## src/rtl/rr_stream_arbiter.sv

```systemverilog
// Round-robin packet arbiter for N ready/valid streams sharing one mux output.
// A stream holds the grant for a whole packet. A per-packet beat watchdog
// locks out streams that never send an end-of-packet beat. Each input has a
// saturating counter of completed packets.

module rr_stream_arbiter #(
  parameter int P_NUM_INPUTS = 4,
  parameter int P_MAX_BEATS  = 1024,
  parameter int P_CNT_WIDTH  = 16
) (
  input  logic                                  clk,
  input  logic                                  rst,
  input  logic [P_NUM_INPUTS-1:0]               valid_in,
  input  logic [P_NUM_INPUTS-1:0]               last_in,
  input  logic                                  ready_out,
  input  logic [P_NUM_INPUTS-1:0]               enable_mask,
  input  logic [P_NUM_INPUTS-1:0]               clear_err,
  output logic [P_NUM_INPUTS-1:0]               grant,
  output logic [$clog2(P_NUM_INPUTS)-1:0]       sel,
  output logic                                  active,
  output logic [P_NUM_INPUTS-1:0]               err_mask,
  output logic                                  timeout_err,
  output logic [P_NUM_INPUTS*P_CNT_WIDTH-1:0]   pkt_count
);

  localparam int SW = $clog2(P_NUM_INPUTS);
  localparam int BW = (P_MAX_BEATS > 1) ? $clog2(P_MAX_BEATS) : 1;
  localparam logic [BW-1:0] LAST_BEAT = BW'(P_MAX_BEATS - 1);

  typedef enum logic {
    ST_IDLE = 1'b0,
    ST_BUSY = 1'b1
  } state_t;

  state_t                    r_state;
  logic [P_NUM_INPUTS-1:0]   r_grant;
  logic [SW-1:0]             r_sel;
  logic                      r_active;
  logic [SW-1:0]             r_rrPtr;
  logic [BW-1:0]             r_beatCnt;
  logic [P_NUM_INPUTS-1:0]   r_errMask;
  logic                      r_timeoutErr;
  logic [P_CNT_WIDTH-1:0]    r_pktCount [P_NUM_INPUTS];

  logic [P_NUM_INPUTS-1:0]   w_eligible;
  logic                      w_pickValid;
  logic [SW-1:0]             w_pickIdx;
  logic                      w_beatAccept;

  assign w_eligible   = valid_in & enable_mask & ~r_errMask;
  assign w_beatAccept = (r_state == ST_BUSY) && valid_in[r_sel] && ready_out;

  // Find the first eligible input strictly after the last winner, wrapping around.
  // Scanning from the far end lets the nearest candidate overwrite the others.
  always_comb begin
    w_pickValid = 1'b0;
    w_pickIdx   = '0;
    for (int k = P_NUM_INPUTS; k >= 1; k--) begin
      if (w_eligible[SW'((int'(r_rrPtr) + k) % P_NUM_INPUTS)]) begin
        w_pickValid = 1'b1;
        w_pickIdx   = SW'((int'(r_rrPtr) + k) % P_NUM_INPUTS);
      end
    end
  end

  // Arbitration FSM: every output is registered, so no input reaches grant/sel/active combinationally.
  always_ff @(posedge clk) begin
    if (rst) begin
      r_state      <= ST_IDLE;
      r_grant      <= '0;
      r_sel        <= '0;
      r_active     <= 1'b0;
      r_rrPtr      <= SW'(P_NUM_INPUTS - 1);
      r_beatCnt    <= '0;
      r_errMask    <= '0;
      r_timeoutErr <= 1'b0;
      for (int i = 0; i < P_NUM_INPUTS; i++) begin
        r_pktCount[i] <= '0;
      end
    end else begin
      r_timeoutErr <= 1'b0;
      r_errMask    <= r_errMask & ~clear_err;
      case (r_state)
        ST_IDLE: begin
          if (w_pickValid) begin
            r_state   <= ST_BUSY;
            r_active  <= 1'b1;
            r_grant   <= P_NUM_INPUTS'(1) << w_pickIdx;
            r_sel     <= w_pickIdx;
            r_rrPtr   <= w_pickIdx;
            r_beatCnt <= '0;
          end
        end
        ST_BUSY: begin
          if (w_beatAccept) begin
            r_beatCnt <= r_beatCnt + BW'(1);
            if (last_in[r_sel]) begin
              r_state  <= ST_IDLE;
              r_active <= 1'b0;
              r_grant  <= '0;
              if (r_pktCount[r_sel] != '1) begin
                r_pktCount[r_sel] <= r_pktCount[r_sel] + P_CNT_WIDTH'(1);
              end
            end else if (r_beatCnt == LAST_BEAT) begin
              r_state      <= ST_IDLE;
              r_active     <= 1'b0;
              r_grant      <= '0;
              r_timeoutErr <= 1'b1;
              r_errMask    <= (r_errMask & ~clear_err) | r_grant;
            end
          end
        end
        default: begin
          r_state  <= ST_IDLE;
          r_active <= 1'b0;
          r_grant  <= '0;
        end
      endcase
    end
  end

  assign grant       = r_grant;
  assign sel         = r_sel;
  assign active      = r_active;
  assign err_mask    = r_errMask;
  assign timeout_err = r_timeoutErr;

  for (genvar g = 0; g < P_NUM_INPUTS; g++) begin : g_pktOut
    assign pkt_count[g*P_CNT_WIDTH +: P_CNT_WIDTH] = r_pktCount[g];
  end

endmodule

```

## config.mk

```make
export PLATFORM = sky130hd
export DESIGN_NAME = rr_stream_arbiter
export DESIGN_NICKNAME = d
export VERILOG_FILES = /design/src/rtl/rr_stream_arbiter.sv
export SDC_FILE = /design/constraint.sdc
export NUM_CORES = 1
export LEC_CHECK = 0
export ABC_AREA = 1
export BUFFER_PORTS_ARGS = -buffer_cell sky130_fd_sc_hd__buf_4
export CELL_PAD_IN_SITES_DETAIL_PLACEMENT = 0
export CELL_PAD_IN_SITES_GLOBAL_PLACEMENT = 2
export CORE_MARGIN = 1
export CORE_UTILIZATION = 34
export CTS_BUF_LIST = sky130_fd_sc_hd__clkbuf_16
export DETAILED_ROUTE_END_ITERATION = 16
export PLACE_DENSITY_LB_ADDON = 0.1
export SLEW_MARGIN = 40
export SYNTH_ARGS = -nofsm -noshare
export SYNTH_HDL_FRONTEND = slang
export SYNTH_SLANG_ARGS = --single-unit
```

## constraint.sdc

```tcl
create_clock -name clk -period 5 [get_ports clk]
set_input_delay 0.75 -clock clk [delete_from_list [all_inputs] [get_ports clk]]
set_output_delay 0.75 -clock clk [all_outputs]
set_load 0.1 [all_outputs]
```

==> results.sh, run 1 <==
export IMPL_synth_most_common_cell="nand2_1"
export IMPL_crit_family="simple AND/OR/NAND/NOR gates"
export IMPL_hold_violations=0
export IMPL_dieArea_mm2=0.0140
export IMPL_cp_end_kind="flop"
export IMPL_period_minus_slack_ps=3360
export IMPL_avgSynthCellArea_um2=8.16
export IMPL_cts_tree="built"
export IMPL_syn_inst=566
export IMPL_clock_latency_ps=340
export IMPL_ys_top_cells_by_count="188 x nand2_1, 85 x nor2_1, 64 x edfxtp_1, 57 x nand3_1, 42 x inv_1"
export IMPL_drc=0
export IMPL_vias=4052
export IMPL_ys_types=29
export IMPL_critPathArrivalTime_ps=3330
export IMPL_cpMaxStageDelayCell="nand2_1"
export IMPL_antenna_found_initial=0
export IMPL_post_cts_buffers=0
export IMPL_cts_buffers=9
export IMPL_p_leak_nw=2.51
export IMPL_path_class="flop to flop"
export IMPL_pre_cts_ws_ps=1500
export IMPL_synth_net_count=587
export IMPL_power_density_mw_per_mm2=549
export IMPL_r2r_setup_slack_ps=1640
export IMPL_yosysSeqAreaShare_pct=53.3
export IMPL_yosys_warnings=0
export IMPL_cts_max_path_buffers=2
export IMPL_worstHoldPathType="flop to flop"
export IMPL_core_area_mm2=0.0132
export IMPL_fin_nets=681
export IMPL_setup_viol=0
export IMPL_die_x_um=119
export IMPL_path_common_cell="nand2_1"
export IMPL_die_y_um=119
export IMPL_gr_total_overflow=0
export IMPL_grt_pass1_wl_um=20600
export IMPL_gp_congestion=0.795
export IMPL_tns_ps=0
export IMPL_clock_sink_count=91
export IMPL_synth_top_area_share_pct=41.6
export IMPL_drtIter0Drc=201
export IMPL_placementRows=42
export IMPL_post_cts_resized=0
export IMPL_async_flop_share_pct=0
export IMPL_max_cap_violations=0
export IMPL_syn_cell_area_mm2=0.00462
export IMPL_post_route_period_util_pct=67.3
export IMPL_cts_hold_buf=0
export IMPL_grt_max_degree=35
export IMPL_crit_path_max_incr_delay_ps=660
export IMPL_drv_slew=0
export IMPL_initial_core_util_pct=34.9
export IMPL_worstPathRequired_ps=4970
export IMPL_fin_ws_ps=1640
export IMPL_rsz0062_at_grt="false"
export IMPL_cp_max_fo=34
export IMPL_crit_path_start_kind="flop"
export IMPL_dr_pass1_iters=5
export IMPL_ff2ff_path_depth=12
export IMPL_track_usage_pct=19.2
export IMPL_max_freq_ghz=0.297
export IMPL_num_antenna_cells=0
export IMPL_whs_path_depth=2
export IMPL_via_per_inst=4.82
export IMPL_area_delta_synth_final_pct=24.7
export IMPL_dpl_hpwl_um=9440
export IMPL_htreeDepth=3
export IMPL_skew_ps=7.35
export IMPL_status="finished clean"
export IMPL_slew_headroom_pct=48.6
export IMPL_synth_area_leaders="edfxtp_1 42%, nand2_1 15%, dfxtp_1 12%, nor2_1 6.9%, nand3_1 6.2%"
export IMPL_ant_nets=0
export IMPL_worst_path_buf_inv=1
export IMPL_crit_chain="inv_2 > nand2_1 > o211ai_1 > nand2_1 > ha_1 > nand2_1 > nor2_1 > nand2_1 > nand3_2 > nor2_8 > nand2_2 > nand2_1"
export IMPL_path_depth=12
export IMPL_root_buffer="clkbuf_16"
export IMPL_synth_edf_count=64
export IMPL_wl_per_cell_um=15.3
export IMPL_fin_util_pct=43.5
export IMPL_worstMarginPinSlew_ps=769
export IMPL_synth_top_area_cell="edfxtp_1"
export IMPL_wirelength_um=12900
export IMPL_synth_main_ff_cell="edfxtp_1"
export IMPL_layout_drive_gt1_share_pct=20.2
export IMPL_clk_pin_slew_ps=60
export IMPL_max_vdd_ir_drop_mv=0.385
export IMPL_port_buffers=94
export IMPL_grt_pass1_vias=4027
export IMPL_io_pins=95
export IMPL_synth_seq_cells=91
[cell usage in the layout (no fill, tap or decap), types with 7 or more instances in the layout]
| cell | count |
|---|---|
| a21oi_1 | 16 |
| buf_4 | 98 |
| clkbuf_16 | 10 |
| dfxtp_1 | 27 |
| edfxtp_1 | 64 |
| inv_1 | 44 |
| inv_2 | 8 |
| nand2_1 | 187 |
| nand3_1 | 57 |
| nor2_1 | 85 |
| nor2_2 | 10 |
| nor3_1 | 7 |
| xor2_1 | 9 |
[where the power goes]
group / internal (mW) / switching [mW] / leakage [nW]
Clock: 0.358 / 0.280 / 0.148
Sequential: 0.885 / 0.0710 / 0.881
Combinational: 0.349 / 1.22 / 1.48
[layout make-up]
class	instances	area, um^2
inverters	50	188
clock buffers	10	250
multi-input cells	410	1880
well taps	176	220
fillers	1392	7490
repair buffers	98	736
flip-flops and latches	91	2460
clock inverters	6	23.8
[tightest hold or removal path, cell delays in order, from the launching register on]
cell and delay, ps:
dfxtp_1 320, inv_1 50, a21oi_1 50
[per-layer routing]
layer | global-route usage [%] | routed length (um) | up-vias
met5 | 0 | 0 | -
met3 | 2.90 | 473 | 25
met1 | 22.9 | 5500 | 1883
li1 | - | - | 2027
met4 | 9.89 | 415 | 0
met2 | 33.4 | 6470 | 117
[path summary, 6_finish.rpt]
check,from,endpoint
worst min-delay path,r_beatCnt[4]$_SDFFE_PP0P_,r_beatCnt[4]$_SDFFE_PP0P_
worst max-delay path,flop,r_pktCount[1][14]$_SDFFCE_PN0P_
worst min register to register,r_beatCnt[4]$_SDFFE_PP0P_,r_beatCnt[4]$_SDFFE_PP0P_
worst max register to register,flop,r_pktCount[1][14]$_SDFFCE_PN0P_
[state kept, by name, indices dropped and copies added (netlist names), named ones only]
name	cells
active	1
err_mask	4
grant	4
r_beatCnt	10
r_pktCount	64
r_rrPtr	2
r_state	1
sel	2
timeout_err	1
[stage by stage]
stage / cells / hold slack [ps] / power, mW / area [um^2]
after floorplan: 566 / 437 / 2.16 / 4620
after global placement: 825 / 453 / 2.55 / 5480
after detailed placement: 825 / 460 / 2.55 / 5480
after CTS: 841 / 473 / 3.19 / 5750
after global routing: 841 / 487 / 3.37 / 5760
final: 841 / 467 / 3.16 / 5760
[kinds of logic after synthesis]
kind of cell               Yosys count  synth area share (%)
buffers and inverters               65                  6.10
and+or+nand+nor                    362                  33.5
adders and majority gates            2                 0.542
DFF                                 91                  53.3
xor gates and xnor gates            13                  2.47
AOI/OAI and AO/OA                   33                  4.09
Power figures use the tool's default switching activity.
==> inputs of run 2 (changes only) <==
--- a/config.mk
+++ b/config.mk
@@ -5,12 +5,12 @@
 export SDC_FILE = /design/constraint.sdc
 export NUM_CORES = 1
 export LEC_CHECK = 0
-export ABC_AREA = 1
+export ABC_AREA = 0
 export BUFFER_PORTS_ARGS = -buffer_cell sky130_fd_sc_hd__buf_4
 export CELL_PAD_IN_SITES_DETAIL_PLACEMENT = 0
 export CELL_PAD_IN_SITES_GLOBAL_PLACEMENT = 2
 export CORE_MARGIN = 1
-export CORE_UTILIZATION = 34
+export CORE_UTILIZATION = 35
 export CTS_BUF_LIST = sky130_fd_sc_hd__clkbuf_16
 export DETAILED_ROUTE_END_ITERATION = 16
 export PLACE_DENSITY_LB_ADDON = 0.1
==> constraint.sdc (replaced) <==
create_clock -name clk -period 3.24 [get_ports clk]
set_input_delay 0.486 -clock clk [delete_from_list [all_inputs] [get_ports clk]]
set_output_delay 0.486 -clock clk [all_outputs]
set_load 0.1 [all_outputs]
==> run 2 against run 1 <==
Combinational power shrank 58%. Highest routed layer unchanged. Clock skew grew 0.70 ps. Global-route usage increased by 0.49 points. Fmax is 18% higher. Cell count decreased by 28%. Critical path type unchanged.
==> results.sh, run 2 <==
export IMPL_grt_pass1_wl_um=18200
export IMPL_cts_max_path_buffers=2
export IMPL_ys_types=46
export IMPL_largest_reg_flops=64
export IMPL_dieArea_mm2=0.0127
export IMPL_placementRows=40
export IMPL_synth_top_area_share_pct=44.8
export IMPL_synth_xor_area_share_pct=4.29
export IMPL_pre_cts_ws_ps=400
export IMPL_max_cap_violations=0
export IMPL_synth_compound_area_share_pct=5.78
export IMPL_htreeDepth=3
export IMPL_reg_top3="r_pktCount (64), r_beatCnt (10)"
export IMPL_antenna_found_initial=0
export IMPL_grt_max_degree=26
export IMPL_place_inst=592
export IMPL_gr_total_overflow=0
export IMPL_drtIter0Drc=177
export IMPL_ys_top_cells_by_count="68 x nor2_1, 64 x edfxtp_1, 27 x dfxtp_1, 18 x mux4_2, 15 x nand2_1"
export IMPL_io_pins=95
export IMPL_synth_seq_cells=91
export IMPL_max_freq_ghz=0.351
export IMPL_grt_pass1_vias=3209
export IMPL_cp_max_fo=9
export IMPL_die_y_um=113
export IMPL_whs_path_depth=3
export IMPL_critPathArrivalTime_ps=2930
export IMPL_via_per_inst=5.25
export IMPL_wl_per_cell_um=19.2
export IMPL_avgSynthCellArea_um2=12.1
export IMPL_post_route_period_util_pct=87.9
export IMPL_num_antenna_cells=0
export IMPL_fin_cells=608
export IMPL_port_buffers=94
export IMPL_clock_latency_ps=350
export IMPL_layout_drive_gt1_share_pct=33.2
export IMPL_fill_cells=1099
export IMPL_dr_pass1_iters=4
export IMPL_cts_hold_buf=0
export IMPL_path_class="flop to flop"
export IMPL_fin_nets=477
export IMPL_clk_pin_slew_ps=60
export IMPL_post_cts_buffers=0
export IMPL_holdCritStartpoint="clear_err[2]"
export IMPL_power_density_mw_per_mm2=547
export IMPL_wirelength_um=11700
export IMPL_syn_cell_area_mm2=0.00429
export IMPL_gp_congestion=0.811
export IMPL_ff2ff_path_depth=7
export IMPL_muxShareOfSynthArea_pct=9.92
export IMPL_cts_buffers=9
export IMPL_crit_path_start_kind="flop"
export IMPL_max_vdd_ir_drop_mv=0.238
export IMPL_rsz0062_at_grt="false"
export IMPL_synth_adder_area_share_pct=0.583
export IMPL_post_cts_resized=0
export IMPL_die_x_um=113
export IMPL_ant_nets=0
export IMPL_core_area_mm2=0.0120
export IMPL_async_flop_share_pct=0
export IMPL_synth_most_common_cell="nor2_1"
export IMPL_regMostFlops="r_pktCount"
export IMPL_worstMarginPinSlew_ps=749
export IMPL_layout_common_cells="108 x buf_4, 68 x nor2_1, 64 x edfxtp_1, 27 x dfxtp_1, 18 x mux4_2"
export IMPL_setup_viol=0
export IMPL_synth_top_family_by_area="simple AND/OR/NAND/NOR gates"
export IMPL_worstPathRequired_ps=3320
export IMPL_layout_commonest_cell="buf_4"
export IMPL_synth_net_count=375
export IMPL_hold_violations=0
export IMPL_yosysSeqAreaShare_pct=57.4
export IMPL_syn_inst=354
export IMPL_yosys_warnings=0
export IMPL_clock_sink_count=91
export IMPL_vias=3190
export IMPL_skew_ps=8.05
export IMPL_root_buffer="clkbuf_16"
export IMPL_drv_slew=0
export IMPL_cp_end_kind="flop"
export IMPL_period_minus_slack_ps=2850
export IMPL_p_leak_nw=2.09
export IMPL_fin_util_pct=45.7
export IMPL_cts_tree="built"
export IMPL_track_usage_pct=19.7
export IMPL_worstHoldPathType="input pin to flop"
export IMPL_synth_edf_count=64
export IMPL_drc=0
export IMPL_synthSimpleGateAreaFrac_pct=19.3
export IMPL_initial_core_util_pct=35.9
export IMPL_fin_ws_ps=392
export IMPL_slew_headroom_pct=49.7
export IMPL_area_delta_synth_final_pct=27.5
export IMPL_synth_area_leaders="edfxtp_1 45%, dfxtp_1 13%, mux4_2 9.5%, nor2_1 6.0%, xor2_1 2.7%"
export IMPL_synth_main_ff_cell="edfxtp_1"
export IMPL_dpl_hpwl_um=8340
export IMPL_synth_top_area_cell="edfxtp_1"
export IMPL_status="finished clean"
export IMPL_tns_ps=0
==> run 2: worst paths after layout <==
kind                                endpoint  slack, ps
max reg2reg  r_pktCount[0][14]$_SDFFCE_PN0P_        390
min reg2reg            grant[0]$_SDFFE_PP0P_        480
max          r_pktCount[0][14]$_SDFFCE_PN0P_        390
min                   err_mask[2]$_SDFF_PP0_        430
==> run 2: layout make-up <==
cell class                      count  area (um^2)  share of cell area [%]
Multi-Input combinational cell    241         1710                    31.3
Clock buffer                       10          250                    4.58
Inverter                            5         18.8                   0.343
Timing Repair Buffer              108          811                    14.8
Sequential cell                    91         2460                    45.0
Tap cell                          147          184                    3.36
Clock inverter                      6         30.0                   0.549
==> run 2: kinds of logic (layout without fill, tap and decap cells) <==
logic type                 Yosys count  after routing
xor gates and xnor gates            21             21
muxes                               20             20
AOI/OAI and AO/OA                   36             36
adders and majority gates            2              2
and+or+nand+nor                    162            162
DFF                                 91             91
buffers and inverters               22            129
==> run 2: power by group <==
group	internal (mW)	leakage (nW)	switching, mW
combinational	0.173	1.07	0.490
clock	0.557	0.144	0.431
sequential	1.29	0.881	0.0497
total	2.02	2.09	0.970
==> run 2: through the flow <==
step	cell area, um^2	power (mW)	hold slack (ps)
floorplan	4290	1.87	484
global placement	5190	2.03	475
detailed placement	5190	2.03	478
CTS	5470	3.02	416
global route	5470	3.11	421
finish	5470	2.99	428
==> run 2: metal layers <==
| metal | vias up | part of all wire [%] | global-route usage [%] |
|---|---|---|---|
| met5 | - | 0 | 0 |
| met4 | 0 | 1.2 | 5.60 |
| met3 | 12 | 5.2 | 5.36 |
| met2 | 97 | 51 | 32.8 |
| met1 | 1567 | 43 | 25.2 |
| li1 | 1514 | - | - |
==> run 2: critical path, cell delays in order (launching register included) <==
cell     delay [ps]
dfxtp_1         620
mux4_2          410
ha_1            310
nand2_1          90
o22ai_1         340
nand4_1         230
o21ai_0         450
a21oi_1         120
